==> src/rtl/bin2bcd_conv.sv <==
`timescale 1ns/1ps
`default_nettype none
// ============================================================================
// Module   : bin2bcd_conv
// Brief    : Sequential double-dabble binary-to-BCD converter with edge-detected
//            request and optional leading-zero blanking (LEADING_ZERO_BLANK_EN).
// Revision : 1.0 - initial release
// ============================================================================
module bin2bcd_conv #(
    parameter int data_size = 8,
    parameter int digit_num = 3
) (
    input  logic                   clock,
    input  logic                   reset,
    input  logic                   load,
    input  logic [data_size-1:0]   in_data,
    output logic                   ready,
    output logic [4*digit_num-1:0] bcd,
    output logic [digit_num-1:0]   digit_en
);

    localparam int c_CNT_W = $clog2(data_size + 1);
    localparam int c_BCD_W = 4 * digit_num;
    localparam int c_SHW   = c_BCD_W + data_size;

    typedef enum logic [0:0] {
        S_IDLE = 1'b0,
        S_CONV = 1'b1
    } state_t;

    state_t               r_state;
    state_t               w_state_next;
    logic                 r_load_q;
    logic [c_CNT_W-1:0]   r_cnt;
    logic [data_size-1:0] r_bin;
    logic [c_BCD_W-1:0]   r_work;
    logic [c_BCD_W-1:0]   r_bcd;
    logic [c_BCD_W-1:0]   w_adj;
    logic [c_SHW-1:0]     w_shift;
    logic                 w_req;
    logic                 w_last;

    assign w_req  = load & ~r_load_q;
    assign w_last = (r_cnt <= c_CNT_W'(1));

    generate
        for (genvar i = 0; i < digit_num; i++) begin : g_digit
            assign w_adj[4*i +: 4] = (r_work[4*i +: 4] >= 4'd5) ?
                                     (r_work[4*i +: 4] + 4'd3) : r_work[4*i +: 4];
        end
    endgenerate

    // Carry out of the top digit is dropped, which yields value mod 10^digit_num.
    assign w_shift = {w_adj, r_bin} << 1;

    always_ff @(posedge clock or posedge reset) begin
        if (reset) begin
            r_state <= S_IDLE;
        end else begin
            r_state <= w_state_next;
        end
    end

    always_comb begin
        w_state_next = r_state;
        case (r_state)
            S_IDLE:  if (w_req)  w_state_next = S_CONV;
            S_CONV:  if (w_last) w_state_next = S_IDLE;
            default: w_state_next = S_IDLE;
        endcase
    end

    always_ff @(posedge clock or posedge reset) begin
        if (reset) begin
            r_load_q <= 1'b0;
            r_cnt    <= '0;
            r_bin    <= '0;
            r_work   <= '0;
            r_bcd    <= '0;
        end else begin
            r_load_q <= load;
            if (r_state == S_IDLE) begin
                if (w_req) begin
                    r_bin  <= in_data;
                    r_work <= '0;
                    r_cnt  <= c_CNT_W'(data_size);
                end
            end else begin
                r_bin  <= w_shift[data_size-1:0];
                r_work <= w_shift[c_SHW-1:data_size];
                r_cnt  <= r_cnt - c_CNT_W'(1);
                if (w_last) begin
                    r_bcd <= w_shift[c_SHW-1:data_size];
                end
            end
        end
    end

    assign ready = (r_state == S_IDLE);
    assign bcd   = r_bcd;

`ifdef LEADING_ZERO_BLANK_EN
    localparam logic [digit_num-1:0] c_EN_ZERO = digit_num'(1);

    logic [digit_num-1:0] w_nz;
    logic [digit_num-1:0] w_en_next;
    logic [digit_num-1:0] r_digit_en;

    // w_nz[i] is set when any digit at position i or above is non-zero.
    generate
        for (genvar i = 0; i < digit_num; i++) begin : g_blank
            if (i == digit_num - 1) begin : g_top
                assign w_nz[i] = |w_shift[data_size + 4*i +: 4];
            end else begin : g_mid
                assign w_nz[i] = (|w_shift[data_size + 4*i +: 4]) | w_nz[i+1];
            end
            if (i == 0) begin : g_units
                assign w_en_next[i] = 1'b1;
            end else begin : g_upper
                assign w_en_next[i] = w_nz[i];
            end
        end
    endgenerate

    always_ff @(posedge clock or posedge reset) begin
        if (reset) begin
            r_digit_en <= c_EN_ZERO;
        end else if ((r_state == S_CONV) && w_last) begin
            r_digit_en <= w_en_next;
        end
    end

    assign digit_en = r_digit_en;
`else
    assign digit_en = '1;
`endif

endmodule
`default_nettype wire
==> config.mk <==
export PLATFORM = sky130hd
export DESIGN_NAME = bin2bcd_conv
export DESIGN_NICKNAME = d
export VERILOG_FILES = /design/src/rtl/bin2bcd_conv.sv
export SDC_FILE = /design/constraint.sdc
export NUM_CORES = 1
export LEC_CHECK = 0
export ABC_AREA = 1
export CORE_ASPECT_RATIO = 2
export CORE_MARGIN = 1.5
export CORE_UTILIZATION = 55
export CTS_CLUSTER_SIZE = 25
export DETAILED_ROUTE_END_ITERATION = 8
export GPL_TIMING_DRIVEN = 0
export MAX_ROUTING_LAYER = met4
export PLACE_DENSITY_LB_ADDON = 0.05
export SLEW_MARGIN = 40
export SYNTH_ARGS = -nofsm -noshare
export SYNTH_HDL_FRONTEND = slang
export SYNTH_SLANG_ARGS = --single-unit
==> constraint.sdc <==
create_clock -name clock -period 3.01 [get_ports clock]
set_input_delay 0.602 -clock clock [delete_from_list [all_inputs] [get_ports clock]]
set_output_delay 0.602 -clock clock [all_outputs]
set_load 0.02 [all_outputs]
==> reports/results.ini <==
[synthesis]
synth_cell_types = 22
synth_top_cell_area_share = 0.502
syn_avg_cell_area_sq_um = 8.16
syn_inst = 232
synth.largest_area_cell = dfrtp_1
yosysWarningCount = 0
yosysSeqAreaShare = 0.502
ys_top_cells_by_area = dfrtp_1 50%, nand2_1 19%, nand3_1 7.1%
ys_seq_elements = 38
synth_area_sq_um = 1890

[route]
ant_nets = 0
dr.pass1.iters = 6
wl_per_cell_um = 12.6
drt_iter0_drc = 33
remaining_drc_errors = 0
viasPerCell = 5.31
wirelength_mm = 3.75
num_vias = 1583

[clock_network]
clock_latency_ns = 0.29
clkTransAtPathRegs_ns = 0.07
cts_num_sinks = 38
max-clock-path-buffers = 2
root_buffer = clkbuf_8
numCtsBuffers = 5
ctsHoldBuffers = 0
postCtsSetupRepairBufs = 0
cts_tree = built
cts_resized = 0
htreeDepth = 2

[die]
fp.dieH_um = 86.0
ios = 27
initial_core_util = 0.567
die_w_um = 44.5
rows = 30
dieArea_sq_um = 3820
coreArea_sq_um = 3340

[grt]
grt.total_usage = 0.236
grt_start_max_net_pins = 22
grt_pass1_wl_mm = 6.48
grt_antenna_before_repair = 0
grt_pass1_vias = 1574
overflow = 0

[final_layout]
antenna_cells = 0
syn2layout_area_growth_pct = 21.9
instances_no_fill = 298
layout_common_cells = 94 x nand2_1, 38 x dfrtp_1, 27 x nand3_1, 23 x clkdlybuf4s50_1, 21 x inv_1
layout_commonest_cell = nand2_1
layout.nets = 284
layout-drive-gt1-share = 0.0902

[critical_path]
cpPeakStageDelay_ns = 0.64
critPathMaxFanout = 7
setup.worst_path.class = register to output port
endpoint_kind = output port
slowest_stage = clkdlybuf4s50_1
crit_required_ns = 2.41
critPathLaunchType = register
path_cells = inv_2 -> clkdlybuf4s50_1
timing.critical_path.arrival_ns = 1.50

[timing]
rsz0062_at_grt = false
fin_skew_ns = 0.00753
hold_ws_ns = 0.480
fin_crit_ns = 2.10
finalHoldViolations = 0
drv_slew = 0
setup_viol = 0
setup_tns_ns = 0
max_freq_mhz = 476
fin_crit_sh = 0.698

[placed_design]
dp_cells = 290
dpl.hpwl_mm = 2.86
place_congestion = 0.796
io_buffers = 23

[worst_hold_path]
hp-class = register to register

[pwr]
vdd_ir_drop_max_mv = 0.611
power.sequential.fraction = 0.353
combPwrFrac = 0.477
power.density_nw_per_um2 = 1090
switching_share = 0.418
pwr-share-clk = 0.170
finalPower_mw = 2.51
p_int_mw = 1.46
power.switching_mw = 1.05
p_leak_nw = 1.20

[outcome]
outcome = completed

[flow_run]
drv_cap = 0

through the flow:
| step | util | area (sq um) | worst slack, ns |
|---|---|---|---|
| 6_report | 0.691 | 2310 | 0.908 |
| 5_1_grt | 0.691 | 2310 | 0.864 |
| 4_1_cts | 0.691 | 2310 | 0.889 |
| 3_5_place_dp | 0.658 | 2200 | 1.17 |
| 3_3_place_gp | 0.650 | 2170 | 0.733 |
| 2_1_floorplan | - | 1900 | 1.55 |
synth_stat cells:
master / n
a21boi_0: 3
buf_2: 2
buf_4: 4
buf_6: 2
clkinv_1: 1
conb_1: 1
dfrtp_1: 38
ha_1: 8
inv_1: 22
inv_2: 3
nand2_1: 94
nand2_4: 1
nand3_1: 27
nand4_1: 7
nor2_1: 4
nor2_2: 1
nor2_4: 1
o211ai_1: 2
o21ai_0: 7
o21ai_2: 1
o22ai_1: 2
xnor2_1: 1
area by class of cell:
type                       instances  area [sq um]
buffer                             8          62.6
clock buffer                       6          72.6
clock inverter                     2          37.5
fill                             290          1030
inverter                          26          97.6
multi-input combinational        162           790
sequential                        38           951
tap                               32          40.0
timing repair buffer              24           258
layer usage:
| metal | global-route usage | share of wire | up-vias | wire, um |
|---|---|---|---|---|
| li1 | - | - | 798 | - |
| met1 | 0.235 | 0.39 | 749 | 1470 |
| met2 | 0.408 | 0.55 | 27 | 2070 |
| met3 | 0.0400 | 0.027 | 9 | 102 |
| met4 | 0.135 | 0.027 | 0 | 102 |
| met5 | - | 0 | - | 0 |
registers in the layout, indices dropped and copies added (netlist names):
register,flops
r_load_q,1
r_cnt,4
bcd,12
r_work,12
r_state,1
r_bin,8
power groups by stage:
| stage | sequential [mW] | clock (mW) | combinational (mW) |
|---|---|---|---|
| final | 0.885 | 0.427 | 1.20 |
| after global routing | 0.909 | 0.461 | 1.37 |
| after detailed placement | 0.894 | 0 | 1.21 |
| after floorplan | 0.954 | 0 | 0.764 |
| after global placement | 0.889 | 0 | 1.18 |
| after CTS | 0.884 | 0.439 | 1.21 |
kinds of logic after synthesis:
kind of cell,after synthesis,synth area share
compound gates,15,0.0496
xor+xnor,1,0.00463
fa+ha+maj,8,0.0529
buf+inv,34,0.0846
flops,38,0.502
other cells,1,0.00198
simple gates,135,0.304
critical path: cells and delay by family (launching register included):
kind                   cells  cell delay (ns)
buffers and inverters      2             0.81
flip-flops                 1             0.40
worst paths after layout:
path                       startpoint        end  slack, ns  cells past startpoint
setup reg to reg            r_work[4]  r_work[7]       1.58                      7
max in group asynchronous       reset    bcd[11]       1.91                      3
hold / removal                 bcd[6]     bcd[6]       0.48                      2
hold reg to reg                bcd[6]     bcd[6]       0.48                      2
setup / recovery              r_state      ready       0.91                      2
min in group asynchronous       reset   r_bin[1]       0.64                      2
Power figures use the tool's default switching activity.
